File: src/rtl/lsu_arb_pkg.sv
// Shared types for the LSU data-memory arbiter: buffered memory-op payload and limits.
package lsu_arb_pkg;

  localparam int unsigned NUM_REQ_MAX = 4;
  localparam int unsigned MEM_RD_LAT  = 1;
  localparam int unsigned OP_ADDR_W   = 22;
  localparam int unsigned OP_DATA_W   = 32;

  // One memory operation as held in a requester buffer or driven to the macro.
  typedef struct packed {
    logic [OP_ADDR_W-1:0] addr;
    logic [OP_DATA_W-1:0] data;
    logic [OP_DATA_W-1:0] wr_mask_x;
    logic                 wr_en_x;
  } op_t;

  function automatic op_t op_idle();
    op_t op;
    op.addr      = '0;
    op.data      = '0;
    op.wr_mask_x = '1;
    op.wr_en_x   = 1'b1;
    return op;
  endfunction

endpackage

File: src/rtl/lsu_mem_arbiter_if.sv
// Requester-side and memory-side bundle of the LSU data-memory arbiter.
interface lsu_mem_arbiter_if #(
  parameter int unsigned NUM_REQ = 2,
  parameter int unsigned ADDR_W  = 22,
  parameter int unsigned DATA_W  = 32
);
  logic [NUM_REQ-1:0]        rq_mem_en_x;
  logic [NUM_REQ-1:0]        rq_wr_en_x;
  logic [NUM_REQ*ADDR_W-1:0] rq_addr;
  logic [NUM_REQ*DATA_W-1:0] rq_data;
  logic [NUM_REQ*DATA_W-1:0] rq_wr_mask_x;
  logic [NUM_REQ-1:0]        rq_lock;
  logic [NUM_REQ-1:0]        rq_rvalid;
  logic [DATA_W-1:0]         rq_rdata;
  logic                      mem_en_x;
  logic                      wr_en_x;
  logic [DATA_W-1:0]         wr_mask_x;
  logic [ADDR_W-1:0]         addr;
  logic [DATA_W-1:0]         data_out;
  logic [DATA_W-1:0]         data_in;

  // Arbiter side.
  modport slave (
    input  rq_mem_en_x, rq_wr_en_x, rq_addr, rq_data, rq_wr_mask_x, data_in,
    output rq_lock, rq_rvalid, rq_rdata, mem_en_x, wr_en_x, wr_mask_x, addr, data_out
  );

  // Requesters plus memory macro side.
  modport master (
    output rq_mem_en_x, rq_wr_en_x, rq_addr, rq_data, rq_wr_mask_x, data_in,
    input  rq_lock, rq_rvalid, rq_rdata, mem_en_x, wr_en_x, wr_mask_x, addr, data_out
  );
endinterface

File: src/rtl/lsu_rr_pick.sv
// Round-robin picker: first request at or above the one-hot pointer, wrapping to the lowest.
module lsu_rr_pick #(
  parameter int unsigned N = 2
) (
  input  logic [N-1:0] req_i,
  input  logic [N-1:0] ptr_i,
  output logic [N-1:0] gnt_c
);

  logic [N-1:0] upper_c;
  logic [N-1:0] sel_c;

  // ptr-1 marks the positions below the pointer; the lowest set bit of the chosen set wins.
  always_comb begin
    upper_c = req_i & ~(ptr_i - N'(1));
    sel_c   = (|upper_c) ? upper_c : req_i;
    gnt_c   = sel_c & (~sel_c + N'(1));
  end

endmodule

File: src/rtl/lsu_mem_arbiter.sv
// Shares one 1-cycle-latency data-memory port between NUM_REQ LSU FUs; losers are buffered
// and locked until served, read data returns via a per-requester valid tag.
module lsu_mem_arbiter
  import lsu_arb_pkg::*;
#(
  parameter int unsigned NUM_REQ = 2,
  parameter int unsigned ADDR_W  = OP_ADDR_W,
  parameter int unsigned DATA_W  = OP_DATA_W
) (
  input logic              clk,
  input logic              reset,
  lsu_mem_arbiter_if.slave bus
);

  logic [NUM_REQ-1:0] pend_q, pend_d;
  logic [NUM_REQ-1:0] rv_q, rv_d;
  logic [NUM_REQ-1:0] rr_q, rr_d;
  op_t                buf_q [NUM_REQ];
  op_t                buf_d [NUM_REQ];
  logic [OP_ADDR_W-1:0] last_addr_q, last_addr_d;
  logic [OP_DATA_W-1:0] last_data_q, last_data_d;

  logic [NUM_REQ-1:0] fresh_c;
  logic [NUM_REQ-1:0] gnt_pend_c;
  logic [NUM_REQ-1:0] gnt_fresh_c;
  logic [NUM_REQ-1:0] gnt_c;
  op_t                live_c [NUM_REQ];
  op_t                win_c;

  // Locked requesters are invisible to the fresh class.
  assign fresh_c = ~bus.rq_mem_en_x & ~pend_q;

  lsu_rr_pick #(.N(NUM_REQ)) u_pick_pend (
    .req_i (pend_q),
    .ptr_i (rr_q),
    .gnt_c (gnt_pend_c)
  );

  lsu_rr_pick #(.N(NUM_REQ)) u_pick_fresh (
    .req_i (fresh_c),
    .ptr_i (rr_q),
    .gnt_c (gnt_fresh_c)
  );

  always_comb begin
    for (int i = 0; i < NUM_REQ; i++) begin
      live_c[i].addr      = OP_ADDR_W'(bus.rq_addr[i*ADDR_W +: ADDR_W]);
      live_c[i].data      = OP_DATA_W'(bus.rq_data[i*DATA_W +: DATA_W]);
      live_c[i].wr_mask_x = OP_DATA_W'(bus.rq_wr_mask_x[i*DATA_W +: DATA_W]);
      live_c[i].wr_en_x   = bus.rq_wr_en_x[i];
    end
  end

  // Pending buffers outrank fresh requests; the winner's op comes from its buffer if pending.
  always_comb begin
    gnt_c = (|pend_q) ? gnt_pend_c : gnt_fresh_c;
    win_c = op_idle();
    for (int i = 0; i < NUM_REQ; i++) begin
      if (gnt_c[i]) begin
        win_c = pend_q[i] ? buf_q[i] : live_c[i];
      end
    end
  end

  always_comb begin
    pend_d      = pend_q;
    buf_d       = buf_q;
    rv_d        = gnt_c & {NUM_REQ{win_c.wr_en_x}};
    rr_d        = rr_q;
    last_addr_d = last_addr_q;
    last_data_d = last_data_q;
    for (int i = 0; i < NUM_REQ; i++) begin
      if (gnt_c[i]) begin
        pend_d[i] = 1'b0;
      end else if (fresh_c[i]) begin
        pend_d[i] = 1'b1;
        buf_d[i]  = live_c[i];
      end
    end
    if (|gnt_c) begin
      rr_d        = {gnt_c[NUM_REQ-2:0], gnt_c[NUM_REQ-1]};
      last_addr_d = win_c.addr;
      last_data_d = win_c.data;
    end
  end

  // Memory strobes follow the winner in the same cycle; the bus idles (and zeroes) under reset.
  always_comb begin
    bus.mem_en_x  = 1'b1;
    bus.wr_en_x   = 1'b1;
    bus.wr_mask_x = '1;
    bus.addr      = ADDR_W'(last_addr_q);
    bus.data_out  = DATA_W'(last_data_q);
    if (reset) begin
      bus.addr     = '0;
      bus.data_out = '0;
    end else if (|gnt_c) begin
      bus.mem_en_x  = 1'b0;
      bus.wr_en_x   = win_c.wr_en_x;
      bus.wr_mask_x = DATA_W'(win_c.wr_mask_x);
      bus.addr      = ADDR_W'(win_c.addr);
      bus.data_out  = DATA_W'(win_c.data);
    end
  end

  assign bus.rq_lock   = pend_q;
  assign bus.rq_rvalid = rv_q;
  assign bus.rq_rdata  = bus.data_in;

  always_ff @(posedge clk) begin
    if (reset) begin
      pend_q      <= '0;
      rv_q        <= '0;
      rr_q        <= NUM_REQ'(1);
      last_addr_q <= '0;
      last_data_q <= '0;
    end else begin
      pend_q      <= pend_d;
      rv_q        <= rv_d;
      rr_q        <= rr_d;
      last_addr_q <= last_addr_d;
      last_data_q <= last_data_d;
    end
  end

  // Buffer contents are meaningless without pend_q, so they carry no reset.
  always_ff @(posedge clk) begin
    buf_q <= buf_d;
  end

endmodule
File: src/flat_wrapper.sv
// flat-port wrapper written by rule: the top's interface ports become plain ports
module lsu_mem_arbiter_flat import lsu_arb_pkg::*;
#(
  parameter int unsigned NUM_REQ = 2,
  parameter int unsigned ADDR_W  = OP_ADDR_W,
  parameter int unsigned DATA_W  = OP_DATA_W
)
  (clk, reset, bus_rq_mem_en_x, bus_rq_wr_en_x, bus_rq_addr, bus_rq_data, bus_rq_wr_mask_x, bus_data_in, bus_rq_lock, bus_rq_rvalid, bus_rq_rdata, bus_mem_en_x, bus_wr_en_x, bus_wr_mask_x, bus_addr, bus_data_out);
  lsu_mem_arbiter_if #(.NUM_REQ(NUM_REQ), .ADDR_W(ADDR_W), .DATA_W(DATA_W)) bus_i ();
  input logic clk;
  input logic reset;
  input wire logic [$bits(bus_i.rq_mem_en_x)-1:0] bus_rq_mem_en_x;
  input wire logic [$bits(bus_i.rq_wr_en_x)-1:0] bus_rq_wr_en_x;
  input wire logic [$bits(bus_i.rq_addr)-1:0] bus_rq_addr;
  input wire logic [$bits(bus_i.rq_data)-1:0] bus_rq_data;
  input wire logic [$bits(bus_i.rq_wr_mask_x)-1:0] bus_rq_wr_mask_x;
  input wire logic [$bits(bus_i.data_in)-1:0] bus_data_in;
  output wire logic [$bits(bus_i.rq_lock)-1:0] bus_rq_lock;
  output wire logic [$bits(bus_i.rq_rvalid)-1:0] bus_rq_rvalid;
  output wire logic [$bits(bus_i.rq_rdata)-1:0] bus_rq_rdata;
  output wire logic [$bits(bus_i.mem_en_x)-1:0] bus_mem_en_x;
  output wire logic [$bits(bus_i.wr_en_x)-1:0] bus_wr_en_x;
  output wire logic [$bits(bus_i.wr_mask_x)-1:0] bus_wr_mask_x;
  output wire logic [$bits(bus_i.addr)-1:0] bus_addr;
  output wire logic [$bits(bus_i.data_out)-1:0] bus_data_out;
  assign bus_i.rq_mem_en_x = bus_rq_mem_en_x;
  assign bus_i.rq_wr_en_x = bus_rq_wr_en_x;
  assign bus_i.rq_addr = bus_rq_addr;
  assign bus_i.rq_data = bus_rq_data;
  assign bus_i.rq_wr_mask_x = bus_rq_wr_mask_x;
  assign bus_i.data_in = bus_data_in;
  assign bus_rq_lock = bus_i.rq_lock;
  assign bus_rq_rvalid = bus_i.rq_rvalid;
  assign bus_rq_rdata = bus_i.rq_rdata;
  assign bus_mem_en_x = bus_i.mem_en_x;
  assign bus_wr_en_x = bus_i.wr_en_x;
  assign bus_wr_mask_x = bus_i.wr_mask_x;
  assign bus_addr = bus_i.addr;
  assign bus_data_out = bus_i.data_out;
  lsu_mem_arbiter #(.NUM_REQ(NUM_REQ), .ADDR_W(ADDR_W), .DATA_W(DATA_W)) u_core (.clk(clk), .reset(reset), .bus(bus_i));
endmodule
File: config.mk
export PLATFORM = sky130hd
export DESIGN_NAME = lsu_mem_arbiter_flat
export DESIGN_NICKNAME = d
export VERILOG_FILES = /design/src/rtl/lsu_arb_pkg.sv /design/src/rtl/lsu_mem_arbiter_if.sv /design/src/rtl/lsu_rr_pick.sv /design/src/rtl/lsu_mem_arbiter.sv /design/src/flat_wrapper.sv
export SDC_FILE = /design/constraint.sdc
export NUM_CORES = 1
export LEC_CHECK = 0
export ABC_AREA = 1
export CORE_MARGIN = 3
export CORE_UTILIZATION = 40
export CTS_BUF_LIST = sky130_fd_sc_hd__clkbuf_8
export DETAILED_ROUTE_END_ITERATION = 10
export GPL_TIMING_DRIVEN = 0
export PLACE_DENSITY = 0.7
export SYNTH_ARGS = -nofsm -noshare
export SYNTH_HDL_FRONTEND = slang
export SYNTH_SLANG_ARGS = --single-unit
File: constraint.sdc
create_clock -name clk -period 8 [get_ports clk]
set_clock_uncertainty 0.15 [all_clocks]
set_input_delay 1.2 -clock clk [delete_from_list [all_inputs] [get_ports clk]]
set_output_delay 1.2 -clock clk [all_outputs]
set_load 0.05 [all_outputs]
==> impl_metrics.env <==
export IMPL_htree_levels=2
export IMPL_wl_um=34300
export IMPL_routed_via_density=4.92
export IMPL_ys_types=26
export IMPL_cts_tree="built"
export IMPL_grt_pass1_wl_um=51400
export IMPL_postCtsResizedCells=0
export IMPL_synth_edf_count=174
export IMPL_post_route_period_util_pct=66.0
export IMPL_hold_violations=0
export IMPL_place_ws_ps=2690
export IMPL_grt_overflow=0
export IMPL_hold_path_class="reg -> reg"
export IMPL_firstDrtPassIters=5
export IMPL_yosysTopAreaCell="edfxtp_1"
export IMPL_drive_above_1_share_pct=8.67
export IMPL_cp_start_kind="primary input"
export IMPL_vdd_ir_drop_max_uv=141
export IMPL_status="completed"
export IMPL_portBuffers=301
export IMPL_stdcell_area_mm2=0.0152
export IMPL_syn_area_per_cell_um2=8.86
export IMPL_async_flop_share_pct=0
export IMPL_antenna_found_initial=6
export IMPL_core_mm2=0.0264
export IMPL_final_antenna_net_count=0
export IMPL_crit_fanout=10
export IMPL_clkTransAtPathRegs_ps=60
export IMPL_crit_type="in -> out"
export IMPL_utilization_pct=57.7
export IMPL_p_leak_nw=6.41
export IMPL_clock_sinks=234
export IMPL_die_width_um=171
export IMPL_rsz0062_at_grt="false"
export IMPL_die_h_um=171
export IMPL_synth_common_cells="430 x nand2_1, 174 x edfxtp_1, 172 x nor2_1"
export IMPL_clock_root_buffer="clkbuf_8"
export IMPL_cp_arrival_ps=3930
export IMPL_syn_nets=1444
export IMPL_fin_crit_ps=5280
export IMPL_cts_buffers_inserted=41
export IMPL_syn_to_final_growth_pct=39.4
export IMPL_grt_max_degree=48
export IMPL_synthTopCellsByArea="edfxtp_1 48%, nand2_1 15%, dfxtp_1 11%"
export IMPL_synth_most_common_cell="nand2_1"
export IMPL_postCtsSetupRepairBufs=0
export IMPL_max_cap_viol_count=0
export IMPL_cp_required_ps=6650
export IMPL_clk_path_buf_depth=3
export IMPL_synth_warning_count=0
export IMPL_hpwlAfterDp_um=24800
export IMPL_worstSkewPairLatency_ps=530
export IMPL_setup_ws_ps=2720
export IMPL_dpl_cell_area_mm2=0.0145
export IMPL_ys_seq_area_share_pct=58.8
export IMPL_tns_ps=0
export IMPL_io_pins=334
export IMPL_maxSlewHeadroom_pct=54.0
export IMPL_yosys_area_top_type_share_pct=47.8
export IMPL_setup_viol=0
export IMPL_vias=9605
export IMPL_nNetsFinal=1792
export IMPL_grt_pass1_vias=9532
export IMPL_syn_cell_area_mm2=0.0109
export IMPL_critPathCaptureType="output pin"
export IMPL_drv_slew=0
export IMPL_fmax_ghz=0.189
export IMPL_cts_hold_buf=0
export IMPL_wl_per_cell_um=17.5
export IMPL_drc=0
export IMPL_die_area_mm2=0.0294
export IMPL_drtIter0Drc=666
export IMPL_place_gp_congestion=0.857
export IMPL_ys_ff_latch=234
export IMPL_synthCells=1234
export IMPL_start_util_pct=41.4
export IMPL_powerDensity_mw_per_mm2=233
export IMPL_track_usage_pct=22.5
export IMPL_core_rowCount=59
export IMPL_worstMarginPinSlew_ps=689
export IMPL_ys_flop_type="edfxtp_1"
==> worst max-delay path, stage by stage <==
cell and delay, ps:
clkdlybuf4s50_1 680, clkinv_1 420, clkbuf_1 350, clkbuf_1 310, nand2_1 160, clkdlybuf4s50_1 810
==> cell families after synthesis <==
logic type / Yosys count / share of synthesized area [%]
simple gates: 693 / 25.1
compound gates: 137 / 6.35
flops: 234 / 58.8
mux: 37 / 3.39
buf+inv: 133 / 6.41
==> flip-flops by register name (all words and copies together) (netlist names) <==
| signal | flops |
|---|---|
| u_core.last_addr_q | 22 |
| u_core.last_data_q | 32 |
| u_core.buf_q | 174 |
| u_core.rr_q | 2 |
| u_core.bus.rq_rvalid | 2 |
| u_core.bus.rq_lock | 2 |
==> routing by layer <==
metal,GRT usage (%),vias up,share of wire [%]
met1,29.8,4361,43
li1,-,4775,-
met3,4.85,79,7.4
met2,36.3,386,46
met5,0,-,0.099
met4,8.57,4,3.3
==> cell type report <==
cell class	count	area, um2
Tap cell	335	419
Inverter	19	76.3
Timing Repair Buffer	305	3110
Multi-Input combinational cell	867	3820
Antenna cell	4	10.0
Buffer	114	627
Clock inverter	31	146
Clock buffer	45	619
Sequential cell	234	6430
Fill cell	2395	11200
==> stage by stage <==
stage	total power, mW	std cells	hold WS [ps]
detailed placement	2.55	1874	318
global route	3.74	1954	336
floorplan	2.15	1234	277
CTS	3.59	1950	326
global placement	2.54	1870	294
finish	3.56	1954	324
==> worst paths after layout <==
kind | from | end | slack [ps] | depth (start not counted)
worst max register to register | u_core.bus.rq_lock[0] | u_core.buf_q[29] | 4970 | 8
worst min register to register | u_core.rr_q[0] | u_core.rr_q[0] | 320 | 2
worst min-delay path | u_core.rr_q[0] | u_core.rr_q[0] | 320 | 2
worst max-delay path | reset | bus_wr_mask_x[15] | 2720 | 6
==> report_power, final <==
group	switching [mW]	internal (mW)	total (mW)
Clock	0.484	0.547	1.03
Sequential	0.0276	1.44	1.47
Combinational	0.689	0.365	1.05
==> placed cells by master, fill, tap and decap left out, types with 2 or more instances in the layout <==
cell type        netlist  final
buf_12                 0      2
nand2_2                3      3
edfxtp_1             174    174
nor2_1               172    171
nand3_1               82     82
buf_2                 33     33
inv_2                  3      3
inv_4                  1      2
dfxtp_1               60     60
mux2i_1               37     37
inv_1                 14     38
buf_16                 0      2
clkdlybuf4s50_1        0    301
clkbuf_1              40     40
clkinv_1               1      5
nand2_1              430    430
o21ai_1               11     11
buf_4                 40     40
clkbuf_8               0     45
nor2_4                 2      3
diode_2                0      4
o21ai_0               83     83
a21oi_1               40     40
Power figures use the tool's default switching activity.
==> RTL edit (config.mk and constraints unchanged) <==
Take the reset off `last_addr_q` and `last_data_q` and load them in a clocked block of their own.
--- a/src/rtl/lsu_mem_arbiter.sv
+++ b/src/rtl/lsu_mem_arbiter.sv
@@ -112,15 +112,16 @@
       pend_q      <= '0;
       rv_q        <= '0;
       rr_q        <= NUM_REQ'(1);
-      last_addr_q <= '0;
-      last_data_q <= '0;
     end else begin
       pend_q      <= pend_d;
       rv_q        <= rv_d;
       rr_q        <= rr_d;
-      last_addr_q <= last_addr_d;
-      last_data_q <= last_data_d;
     end
+  end
+
+  always_ff @(posedge clk) begin
+    last_addr_q <= last_addr_d;
+    last_data_q <= last_data_d;
   end
 
   // Buffer contents are meaningless without pend_q, so they carry no reset.
Formal check against the unedited RTL: not equivalent (Yosys sat finds a counterexample within 4 cycles, from zero or initial values and one cycle with reset high).
==> RTL edit against the unedited design <==
Sequential cell count unchanged; sequential share of layout area decreased by 1.4 points; first-iteration DRC count decreased by 8.7%; core utilization decreased by 1.2 points; register-to-register slack got worse by 0.11 ns; area after synthesis increased by 4.2%; routed wire length decreased by 1.8%; design area increased by 3.5%; total power increased by 1.3%; setup slack improved by 0.15 ns; critical path depth increased by 1; hold slack got worse by 0.016 ns; global-route usage decreased by 1.2 points; critical path type unchanged; largest cell class unchanged.
==> RTL edit: results <==
metrics = {
    "outcome": {
        "status": "complete, no violations",
    },
    "placed_design": {
        "place_congestion": 0.8137,
        "placed_area_mm2": 0.01500,
        "placed_cells": 1936,
    },
    "yosys": {
        "synthTopCellsByArea": "edfxtp_1 46%, nand2_1 21%, dfxtp_1 11%",
        "syn_inst": 1252,
    },
    "grt": {
        "antenna_found_initial": 3,
        "grt_pass1_vias": 9474,
        "grt_pass1_wl_mm": 51.86,
        "met2_usage_pct": 35.11,
        "grt_max_degree": 31,
        "grtUsageMet1_pct": 27.05,
    },
    "sta": {
        "hold_ws_ns": 0.3079,
        "worst_pin_slew_ns": 0.9264,
    },
    "layout": {
        "nFillCells": 2512,
        "fin_cells": 2014,
        "finalNetCount": 1812,
    },
    "detailed_routing": {
        "drt-initial-drc-count": 608,
        "routed-wl-met3_mm": 3.027,
        "vias_per_cell": 4.733,
        "dr_wl_met2_mm": 15.82,
    },
    "pwr": {
        "ir_drop_mv": 0.1193,
        "power_per_cell_area_mw_per_mm2": 228.2,
    },
    "critical_path": {
        "reg2reg_slack_ns": 4.86,
    },
    "hold_path": {
        "worstHoldStart": "u_core.last_addr_q[4]",
        "hold_end": "u_core.last_addr_q[4]",
    },
    "clock_network": {
        "cts_buffers": 42,
    },
}
==> RTL edit: logic make-up (layout without fill, tap and decap cells) <==
group / count (synthesis) / count (layout) / share of synthesized area [%]
AND/OR/NAND/NOR: 783 / 783 / 31.75
flip-flops: 234 / 234 / 56.41
buffers and inverters: 197 / 580 / 8.655
multiplexers: 33 / 33 / 2.900
AO/OA/AOI/OAI: 5 / 5 / 0.2855
other: 0 / 1 / 0
==> RTL edit: layout make-up <==
type	instances	area (um^2)	share of cell area [%]
clock inverters	30	131.4	0.8323
flip-flops and latches	234	6426	40.71
inverters	92	347.8	2.204
multi-input cells	821	3999	25.33
repair buffers	306	3120	19.77
well taps	378	473.0	2.996
diodes	1	2.502	0.01585
plain buffers	105	638.1	4.042
clock buffers	47	646.9	4.098
==> RTL edit: worst max-delay path, stage by stage <==
cell	delay (ns)
clkdlybuf4s50_1	0.54
inv_2	0.33
buf_1	0.59
nand4_1	0.19
nand2_1	0.12
inv_1	0.07
clkdlybuf4s50_1	0.74
